==> config.mk <==
export PLATFORM = sky130hd
export DESIGN_NAME = fxp_div_seq
export DESIGN_NICKNAME = d
export VERILOG_FILES = /design/src/rtl/fxp_div_pkg.sv /design/src/rtl/fxp_div_seq.sv
export SDC_FILE = /design/constraint.sdc
export NUM_CORES = 1
export LEC_CHECK = 0
export CAP_MARGIN = 20
export CELL_PAD_IN_SITES_DETAIL_PLACEMENT = 1
export CELL_PAD_IN_SITES_GLOBAL_PLACEMENT = 1
export CORE_UTILIZATION = 44
export CTS_BUF_LIST = sky130_fd_sc_hd__clkbuf_8
export CTS_CLUSTER_DIAMETER = 50
export DETAILED_ROUTE_END_ITERATION = 16
export HOLD_SLACK_MARGIN = 0.08
export PLACE_DENSITY = 0.88
export SLEW_MARGIN = 10
export SYNTH_ARGS = -nofsm -noshare
export SYNTH_HDL_FRONTEND = slang
export SYNTH_SLANG_ARGS = --single-unit
export TNS_END_PERCENT = 50
==> constraint.sdc <==
create_clock -name clk -period 3.2 [get_ports clk]
set_clock_uncertainty 0.1 [all_clocks]
set_input_delay 0.8 -clock clk [delete_from_list [all_inputs] [get_ports clk]]
set_output_delay 0.8 -clock clk [all_outputs]
set_load 0.1 [all_outputs]
==> src/rtl/fxp_div_pkg.sv <==
// fxp_div_pkg: FSM state encoding and iteration-counter sizing for fxp_div_seq
package fxp_div_pkg;

   typedef enum logic [1:0] {IDLE, CALC, FIN, DONE} state_e;

   function automatic int cnt_width(input int w, input int frac);
      return $clog2(w + frac + 1);
   endfunction

endpackage

==> src/rtl/fxp_div_seq.sv <==
// fxp_div_seq: sequential restoring divider computing (dividend<<FRAC)/divisor,
// one quotient bit per cycle on magnitudes, with sign fix-up and saturation at the end.
module fxp_div_seq
   import fxp_div_pkg::*;
#(
   parameter int W    = 10,
   parameter int FRAC = 3
) (
   input  logic         clk,
   input  logic         rst,
   input  logic         start,
   input  logic         abort,
   input  logic         signed_mode,
   input  logic [W-1:0] dividend,
   input  logic [W-1:0] divisor,
   output logic [W-1:0] quotient,
   output logic [W-1:0] remainder,
   output logic         busy,
   output logic         valid,
   output logic         ov,
   output logic         dvz
);

   localparam int N  = W + FRAC;
   localparam int CW = cnt_width(W, FRAC);
   localparam logic [N-1:0] UMAX     = N'({W{1'b1}});
   localparam logic [N-1:0] SMAX     = N'({(W-1){1'b1}});
   localparam logic [N-1:0] SMIN_MAG = SMAX + N'(1);

   state_e        state_q;
   logic [CW-1:0] cnt_q;
   logic [N-1:0]  num_q;
   logic [W-1:0]  rem_q, den_q, quotient_q, remainder_q;
   logic          sgn_q, neg_a_q, neg_q_q, busy_q, valid_q, ov_q, dvz_q;
   logic          neg_a_d, neg_b_d, bit_d, ov_d;
   logic [W-1:0]  mag_a_d, mag_b_d, rem_d, quo_d, rem_out_d;
   logic [N-1:0]  lim_d;
   logic [W:0]    trial_d;

   // num_q shifts the numerator out at the top while quotient bits enter at the bottom
   always_comb begin
      neg_a_d   = signed_mode & dividend[W-1];
      neg_b_d   = signed_mode & divisor[W-1];
      mag_a_d   = neg_a_d ? -dividend : dividend;
      mag_b_d   = neg_b_d ? -divisor : divisor;
      trial_d   = {rem_q, num_q[N-1]};
      bit_d     = trial_d >= {1'b0, den_q};
      rem_d     = bit_d ? W'(trial_d - {1'b0, den_q}) : trial_d[W-1:0];
      lim_d     = !sgn_q ? UMAX : neg_q_q ? SMIN_MAG : SMAX;
      ov_d      = den_q != '0 && num_q > lim_d;
      quo_d     = den_q == '0 ? '0
                : !ov_d ? (neg_q_q ? W'(-num_q) : num_q[W-1:0])
                : !sgn_q ? '1
                : neg_q_q ? {1'b1, {(W-1){1'b0}}} : {1'b0, {(W-1){1'b1}}};
      rem_out_d = neg_a_q ? -rem_q : rem_q;
   end

   // a zero divisor skips CALC; rem_q then carries |dividend| so FIN restores the dividend
   always_ff @(posedge clk or negedge rst) begin
      if (!rst) begin
         state_q     <= IDLE;
         cnt_q       <= '0;
         num_q       <= '0;
         rem_q       <= '0;
         den_q       <= '0;
         sgn_q       <= 1'b0;
         neg_a_q     <= 1'b0;
         neg_q_q     <= 1'b0;
         busy_q      <= 1'b0;
         valid_q     <= 1'b0;
         ov_q        <= 1'b0;
         dvz_q       <= 1'b0;
         quotient_q  <= '0;
         remainder_q <= '0;
      end else begin
         valid_q <= 1'b0;
         case (state_q)
            IDLE, DONE: begin
               valid_q <= state_q == DONE;
               busy_q  <= 1'b0;
               state_q <= IDLE;
               if (start && !abort) begin
                  state_q <= divisor == '0 ? FIN : CALC;
                  busy_q  <= 1'b1;
                  cnt_q   <= '0;
                  sgn_q   <= signed_mode;
                  neg_a_q <= neg_a_d;
                  neg_q_q <= neg_a_d ^ neg_b_d;
                  num_q   <= N'(mag_a_d) << FRAC;
                  rem_q   <= divisor == '0 ? mag_a_d : '0;
                  den_q   <= mag_b_d;
               end
            end
            CALC: begin
               if (abort) begin
                  state_q <= IDLE;
                  busy_q  <= 1'b0;
               end else begin
                  rem_q   <= rem_d;
                  num_q   <= {num_q[N-2:0], bit_d};
                  cnt_q   <= cnt_q + CW'(1);
                  state_q <= cnt_q == CW'(N - 1) ? FIN : CALC;
               end
            end
            FIN: begin
               if (abort) begin
                  state_q <= IDLE;
                  busy_q  <= 1'b0;
               end else begin
                  quotient_q  <= quo_d;
                  remainder_q <= rem_out_d;
                  ov_q        <= ov_d;
                  dvz_q       <= den_q == '0;
                  state_q     <= DONE;
               end
            end
            default: state_q <= IDLE;
         endcase
      end
   end

   assign quotient  = quotient_q;
   assign remainder = remainder_q;
   assign busy      = busy_q;
   assign valid     = valid_q;
   assign ov        = ov_q;
   assign dvz       = dvz_q;

endmodule

==> Word level (Yosys, flattened, before mapping) <==
Index checks and enable logic that the tools add are counted.
{ "totals": {"reg_bits": 66} }
{ "classes": {"n_reduce_logical": 13, "magnitude_cmp": 2, "n_bitwise": 4, "mux": 31, "n_addsub": 6, "n_eq_ne": 7} }
{ "ops": {"columns": ["operator", "count"], "rows": [
  ["10-bit 2-to-1 mux", 14],
  ["10-bit negator", 4],
  ["13-bit 2-to-1 mux", 2],
  ["13-bit case mux with 2 select lines", 1],
  ["10-bit logical NOT", 2],
  ["10-bit case mux with 2 select lines", 1],
  ["13-bit by 10-bit > comparator with 1-bit output", 1],
  ["11-bit by 10-bit greater-or-equal comparator with 1-bit output", 1],
  ["2-bit 2-to-1 mux", 5],
  ["10-bit nonzero test", 1],
  ["10-bit subtractor", 1],
  ["4-bit 2-to-1 mux", 2],
  ["4-bit case mux with 2 select lines", 1],
  ["2-bit case mux with 3 select lines", 1],
  ["4-bit by 1-bit adder with 4-bit output, second input constant", 1],
  ["2-bit equality test, second input constant", 2],
  ["4-bit equality test, second input constant", 1],
  ["2-bit != test, second input constant", 2],
  ["2-bit AND reduction", 2],
  ["2-bit OR reduction", 2],
  ["1-bit 2-to-1 mux", 3],
  ["3-bit AND reduction", 1],
  ["1-bit AND", 2],
  ["2-bit by 1-bit equality test with 1-bit output, second input constant", 1],
  ["other kinds (8)", 9]
]} }

==> Logic depth before layout (Yosys ltp) <==
Gate-level depths: netlist of the first run.
{ "depth": {"ltp_word": 6, "depth_mapped": 9, "mapped_depth_nobuf": 9} }

==> Worst setup path before layout of the first run <==
OpenSTA, ideal clock, no wires.
{ "synth_path": {"path_kind": "input to register", "startpoint": "in dividend[2]", "endpoint": "reg rem_q[7]", "setup_time_ns": 0.076, "cell_stages": 6, "setup_slack_ns": 0.712, "arrival_ns": 2.312, "n_path_buf": 0, "path_cell_list": "or4_1 or4_4 nor2b_4 xnor2_1 o31a_1 o21ai_1"} }
{ "synth_via": {"elab_chain_cells": 5} }
{ "synth_rtl": {"columns": ["item", "line", "rtl"], "rows": [
  ["start: declaration", "fxp_div_seq.sv:14", "input logic [W-1:0] dividend,"],
  ["10-bit negator", "fxp_div_seq.sv:44", "mag_a_d = neg_a_d ? -dividend : dividend;"],
  ["10-bit 2-to-1 mux", "fxp_div_seq.sv:44", null],
  ["10-bit 2-to-1 mux", "fxp_div_seq.sv:90", "rem_q <= divisor == '0 ? mag_a_d : '0;"],
  ["10-bit 2-to-1 mux", "fxp_div_seq.sv:82", "if (start && !abort) begin"],
  ["10-bit case mux with 2 select lines", "fxp_div_seq.sv:77", "case (state_q)"],
  ["end signal: assignment", "fxp_div_seq.sv:90", null],
  ["end signal: assignment", "fxp_div_seq.sv:99", "rem_q <= rem_d;"],
  ["end: declaration", "fxp_div_seq.sv:33", "logic [W-1:0] rem_q, den_q, quotient_q, remainder_q;"]
]} }
No other way between the ends. The select of a mux whose other input is x is not followed.
A chain may end at the register's enable or synchronous reset.

==> Final worst setup path of the first run <==
{ "layout_path": {"startpoint": "reg rem_q[5]", "endpoint": "reg rem_q[1]"} }
{ "layout_via": {"elab_chain_cells": 4} }
{ "layout_rtl": {"columns": ["item", "line", "rtl"], "rows": [
  ["11-bit by 10-bit greater-or-equal comparator with 1-bit output", "fxp_div_seq.sv:47", "bit_d = trial_d >= {1'b0, den_q};"],
  ["10-bit 2-to-1 mux", "fxp_div_seq.sv:48", "rem_d = bit_d ? W'(trial_d - {1'b0, den_q}) : trial_d[W-1:0];"],
  ["10-bit 2-to-1 mux", "fxp_div_seq.sv:95", "if (abort) begin"],
  ["10-bit case mux with 2 select lines", "fxp_div_seq.sv:77", null]
]} }
No other way between the ends. The select of a mux whose other input is x is not followed.

==> flow_summary.ini, run 1 <==
[synthesis]
synthMuxAreaShare_pct = 3.45
synth_area_leaders = dfrtp_1, nand2_1, ha_1
synth_top_family_by_area = compound AO/OA/AOI/OAI gates
synth_xor_area_share_pct = 7.63
yosys.area_share.adder_pct = 6.66
avgSynthCellArea_um2 = 8.70
syn_nets = 535
async_reset_ff_share_pct = 100
ys_seq_elements = 66
syn_inst = 488
netlist_area_mm2 = 0.00425
seq_area_frac_synth_pct = 38.9
synth_edf_count = 0
synthSimpleGateAreaFrac_pct = 18.6
synth_compound_area_share_pct = 20.1
yosysTopAreaCellShare_pct = 38.9
ys.flop_type = dfrtp_1
yosys_warnings = 0
synth.top_cells.by_count = nand2_1, dfrtp_1, o21ai_0, nor2_1, a21oi_1
yosysMostFrequentCell = nand2_1
synth_cell_types = 56
yosysTopAreaCell = dfrtp_1

[sta]
tightest_slew_ps = 555
timing.hold.ws_ps = 337
max_freq_mhz = 359
grt_setup_unrepaired = false
finalMaxSlewViolations = 0
fin_setup_tns_ps = 0
fin_crit_sh_pct = 87.0
relSlewSlack_pct = 63.0
setup_viol = 0
final_hold_viol_count = 0
fin_crit_ps = 2780
layout_setup_ws_ps = 417

[power]
vdd_ir_drop_max_uv = 210
p_leak_nw = 2.25
power_w = 0.00258
combPwrFrac_pct = 32.3
power_density_mw_per_mm2 = 514
pwr-share-seq_pct = 40.5
p_sw_w = 0.000952
p_int_w = 0.00163
p_clk_share_pct = 27.2
sw_frac_of_total_pct = 36.9

[global_route]
antenna_found_initial = 0
track_usage_pct = 25.6
grt_pass1_vias = 4040
grt_max_degree = 44
grt_pass1_wl_mm = 20.1
grt_remaining_overflow = 0

[detailed_routing]
ant_nets = 0
drc_errors = 0
first_pass_iters = 4
routed_wl_mm = 12.0
avgViaCountPerCell = 5.72
vias = 3834
drt_iter0_drc = 187
routedWlPerCell_um = 18.0

[min_path]
hold_class = in2async

[floorplanning]
start_util_pct = 45.7
chipWidth_um = 100
io_pins = 49
die_area_mm2 = 0.0100
std_cell_rows = 35
core-area_mm2 = 0.00928
die_y_um = 100

[cts]
numCtsBuffers = 9
clockRootBuffer = clkbuf_8
htree_levels = 3
hold_buffers = 0
post_cts_resized = 0
clock_latency_ps = 340
cts.sinks = 66
clk_pin_slew_ps = 70
cts_buffer_depth = 2
cts_tree = built
cts_setup_buffers = 0

[setup_path]
ff2ff_path_depth = 8
start_kind = register
r2r_end = rem_q[1]
required_ps = 3350
cp_max_fo = 6
worstReg2RegStart = rem_q[5]
r2r_setup_slack_ps = 420
arrival_ps = 2930
endpoint_kind = register
critPathKind = reg2reg

[final_layout]
area_growth_pct = 18.1
antenna_cells = 0
drive_above_1_share_pct = 12.4
postLayoutCellArea_mm2 = 0.00502
nNetsFinal = 583

[placed_design]
place_hpwl_mm = 9.21
dpl-instance-area_mm2 = 0.00482
routabilityCongestion = 0.860
io_buffers = 48
place_ws_ps = 113

[status]
status = finished, final reports clean

[flow_run]
maxCapViolCount = 0
==> worst max path at each step <==
stage                            from        to  slack (ps)  depth (start not counted)
after detailed placement  dividend[3]  rem_q[7]         110                          7
after floorplan           dividend[2]  rem_q[7]         710                          6
after CTS                    rem_q[5]  rem_q[1]         430                          8
after global placement    dividend[2]  rem_q[7]         150                          7
final                        rem_q[5]  rem_q[1]         420                          8
after global routing         rem_q[5]  rem_q[1]         250                          8
==> layer usage <==
layer | routed length, um | track usage (%) | vias up
li1 | - | - | 1817
met5 | 0 | 0 | -
met3 | 647 | 5.50 | 14
met2 | 6110 | 45.7 | 102
met4 | 182 | 7.02 | 0
met1 | 5090 | 31.2 | 1901
==> layout make-up <==
cell class	instances	area, um2
timing repair buffer	60	518
multi-input combinational	374	2400
clock buffer	10	138
inverter	25	93.8
sequential	66	1650
fill	1122	4270
clock inverter	6	57.6
tap	129	161
==> kinds of logic after synthesis <==
family / after synthesis
and+or+nand+nor: 166
adders and majority gates: 22
AOI/OAI and AO/OA: 135
DFF: 66
xor gates and xnor gates: 37
muxes: 14
buffers and inverters: 48
==> flip-flops by register name, summed over array words and instances, names as in the netlist <==
signal / cells
valid: 1
num_q: 13
rem_q: 10
dvz: 1
den_q: 10
neg_q_q: 1
cnt_q: 4
remainder: 10
sgn_q: 1
neg_a_q: 1
busy: 1
ov: 1
state_q: 2
quotient: 10
==> metrics by stage <==
step	util, %	std cells
4_1_cts	54.0	670
3_3_place_gp	51.9	654
5_1_grt	54.0	670
6_report	54.0	670
3_5_place_dp	51.9	654
2_1_floorplan	-	488
==> power groups by stage <==
| stage | clock (W) | combinational (W) | sequential, W |
|---|---|---|---|
| global placement | 0 | 0.000780 | 0.00105 |
| floorplan | 0 | 0.000545 | 0.00108 |
| CTS | 0.000712 | 0.000834 | 0.00104 |
| detailed placement | 0 | 0.000827 | 0.00106 |
| finish | 0.000700 | 0.000832 | 0.00104 |
| global route | 0.000742 | 0.000923 | 0.00106 |
==> layout by cell type (no fill, tap or decap), drive strengths merged, types with 2 or more instances in the layout <==
cell type / netlist / routed
clkdlybuf4s50: 0 / 23
or3: 5 / 5
a31oi: 7 / 7
mux2: 5 / 5
o211ai: 3 / 3
a41oi: 2 / 2
nor2b: 7 / 7
nor4: 4 / 4
clkbuf: 18 / 10
xnor2: 17 / 17
a32oi: 2 / 2
o21ai: 52 / 52
or2: 2 / 2
nand4: 3 / 3
o31ai: 6 / 6
a21o: 2 / 2
o22ai: 4 / 4
nand3b: 4 / 4
nand3: 7 / 7
ha: 21 / 21
nand2: 76 / 76
o221ai: 3 / 3
nor3: 14 / 14
nand2b: 8 / 8
a41o: 2 / 2
nor2: 31 / 31
mux2i: 9 / 9
buf: 5 / 37
clkinv: 0 / 4
xor2: 20 / 20
dfrtp: 66 / 66
a22o: 9 / 9
a211oi: 4 / 4
o41ai: 2 / 2
o311ai: 2 / 2
o31a: 2 / 2
or4: 4 / 4
a21oi: 28 / 28
o21a: 3 / 3
inv: 25 / 26
==> worst max-delay path: stages (launching register included) <==
cell and delay (ps):
dfrtp_1 460, ha_1 390, a21oi_1 400, nand2_1 140, o21ai_1 220, a41o_1 290
buf_4 200, mux2_2 340, o221ai_1 160
Note: power is estimated with default switching activity, not from simulation.
==> inputs of run 2 (changes only) <==
--- a/config.mk
+++ b/config.mk
@@ -6,7 +6,7 @@
 export NUM_CORES = 1
 export LEC_CHECK = 0
 export CAP_MARGIN = 20
-export CELL_PAD_IN_SITES_DETAIL_PLACEMENT = 1
+export CELL_PAD_IN_SITES_DETAIL_PLACEMENT = 0
 export CELL_PAD_IN_SITES_GLOBAL_PLACEMENT = 1
 export CORE_UTILIZATION = 44
 export CTS_BUF_LIST = sky130_fd_sc_hd__clkbuf_8
==> flow_summary.ini, run 2 (synthesis gave the netlist of run 1 again) <==
[setup_path]
path_cells = ha_1 -> a21oi_1 -> nand2_1 -> o21ai_1 -> a41o_1 -> buf_4 -> mux2_2 -> o221ai_1
cp_max_fo = 6
arrival_ps = 2900
ff2ff_path_depth = 8
startpoint = rem_q[5]
cp_slowest_cell = dfrtp_1
critPathKind = reg2reg
worstReg2RegStart = rem_q[5]
endpoint_kind = register
required_ps = 3360
start_kind = register
crit_path_max_incr_delay_ps = 460

[cts]
numCtsBuffers = 9
cts_tree = built
clockRootBuffer = clkbuf_8
hold_buffers = 0
clk_pin_slew_ps = 70
htree_levels = 3
cts.sinks = 66
cts_buffer_depth = 2
post_cts_resized = 0
cts_setup_buffers = 0
clock_latency_ps = 350

[global_route]
track_usage_pct = 21.6
grt_pass1_wl_mm = 16.7
grt_pass1_vias = 3393
grt_max_degree = 44
grt_remaining_overflow = 0
antenna_found_initial = 0

[detailed_routing]
vias = 3643
drc_errors = 0
first_pass_iters = 5
ant_nets = 0
routed_wl_mm = 10.0
routedWlPerCell_um = 15.0
drt_iter0_drc = 177
avgViaCountPerCell = 5.44

[final_layout]
layout_common_cells = nand2_1, dfrtp_1, o21ai_0, buf_4, nor2_1
num-fill-cells = 881
postLayoutCellArea_mm2 = 0.00506
largest_reg_flops = 13
final_common_cell = nand2_1
fin_util_pct = 54.5
nNetsFinal = 583
area_growth_pct = 19.2
drive_above_1_share_pct = 12.4
top_register = num_q
antenna_cells = 0

[floorplanning]
core-area_mm2 = 0.00928
die_y_um = 100
die_area_mm2 = 0.0100
std_cell_rows = 35
chipWidth_um = 100
start_util_pct = 45.7
io_pins = 49

[placed_design]
place_ws_ps = 142
io_buffers = 48
dpl-instance-area_mm2 = 0.00482
routabilityCongestion = 0.860
place_hpwl_mm = 7.68

[sta]
tightest_slew_ps = 548
finalMaxSlewViolations = 0
relSlewSlack_pct = 63.5
fin_setup_tns_ps = 0
final_hold_viol_count = 0
timing.hold.ws_ps = 330
fin_crit_sh_pct = 85.6
grt_setup_unrepaired = false
fin_crit_ps = 2740
max_freq_mhz = 365
setup_viol = 0
layout_setup_ws_ps = 460

[power]
power_density_mw_per_mm2 = 531
vdd_ir_drop_max_uv = 241
p_leak_nw = 2.26

[flow_run]
maxCapViolCount = 0

[status]
status = finished, final reports clean

[min_path]
hold_class = in2async
run 2: cell types whose count changed in the layout (fill, tap and decap cells not counted), sizes merged:
cell,previous run,this run
clkbuf,10,9
clkinv,4,0
clkinvlp,0,2
bufinv,1,3
inv,26,27
run 2: final timing paths:
| kind | endpoint | slack, ps |
|---|---|---|
| max | rem_q[1] | 460 |
| min | remainder[6] | 330 |
| max reg2reg | rem_q[1] | 460 |
| min reg2reg | remainder[0] | 390 |
| max in group asynchronous | den_q[4] | 2050 |
| min in group clk | remainder[0] | 390 |
run 2: area by class of cell:
class	count	area, um2	area share [%]
clock inverter	7	118	2.32
multi-input combinational	374	2400	47.3
clock buffer	9	124	2.45
timing repair buffer	60	518	10.2
sequential	66	1650	32.6
inverter	25	93.8	1.85
tap	129	161	3.19
run 2: metrics by stage:
stage / instances / total power (W)
2_1_floorplan: 488 / 0.00162
3_3_place_gp: 654 / 0.00183
3_5_place_dp: 654 / 0.00185
4_1_cts: 670 / 0.00271
5_1_grt: 670 / 0.00285
6_report: 670 / 0.00269
run 2: power breakdown:
part	internal (W)	total (W)	leakage (nW)	switching, W
logic	0.000328	0.000794	1.28	0.000465
clock network	0.000517	0.000856	0.117	0.000339
registers	0.000919	0.00104	0.865	0.000120
run 2: critical path, delay by kind of cell (launching register included):
family	cells	cell delay (ps)
buffers and inverters	1	200
DFF	1	460
muxes	1	340
AOI/OAI and AO/OA	4	1020
adders and majority gates	1	400
and+or+nand+nor	1	130
run 2: routing by layer:
| metal | vias up | track usage, % | part of all wire, % |
|---|---|---|---|
| li1 | 1823 | - | - |
| met1 | 1701 | 28.8 | 45 |
| met2 | 102 | 34.6 | 47 |
| met3 | 17 | 4.74 | 6.0 |
| met4 | 0 | 7.80 | 2.0 |
| met5 | - | 0 | 0 |
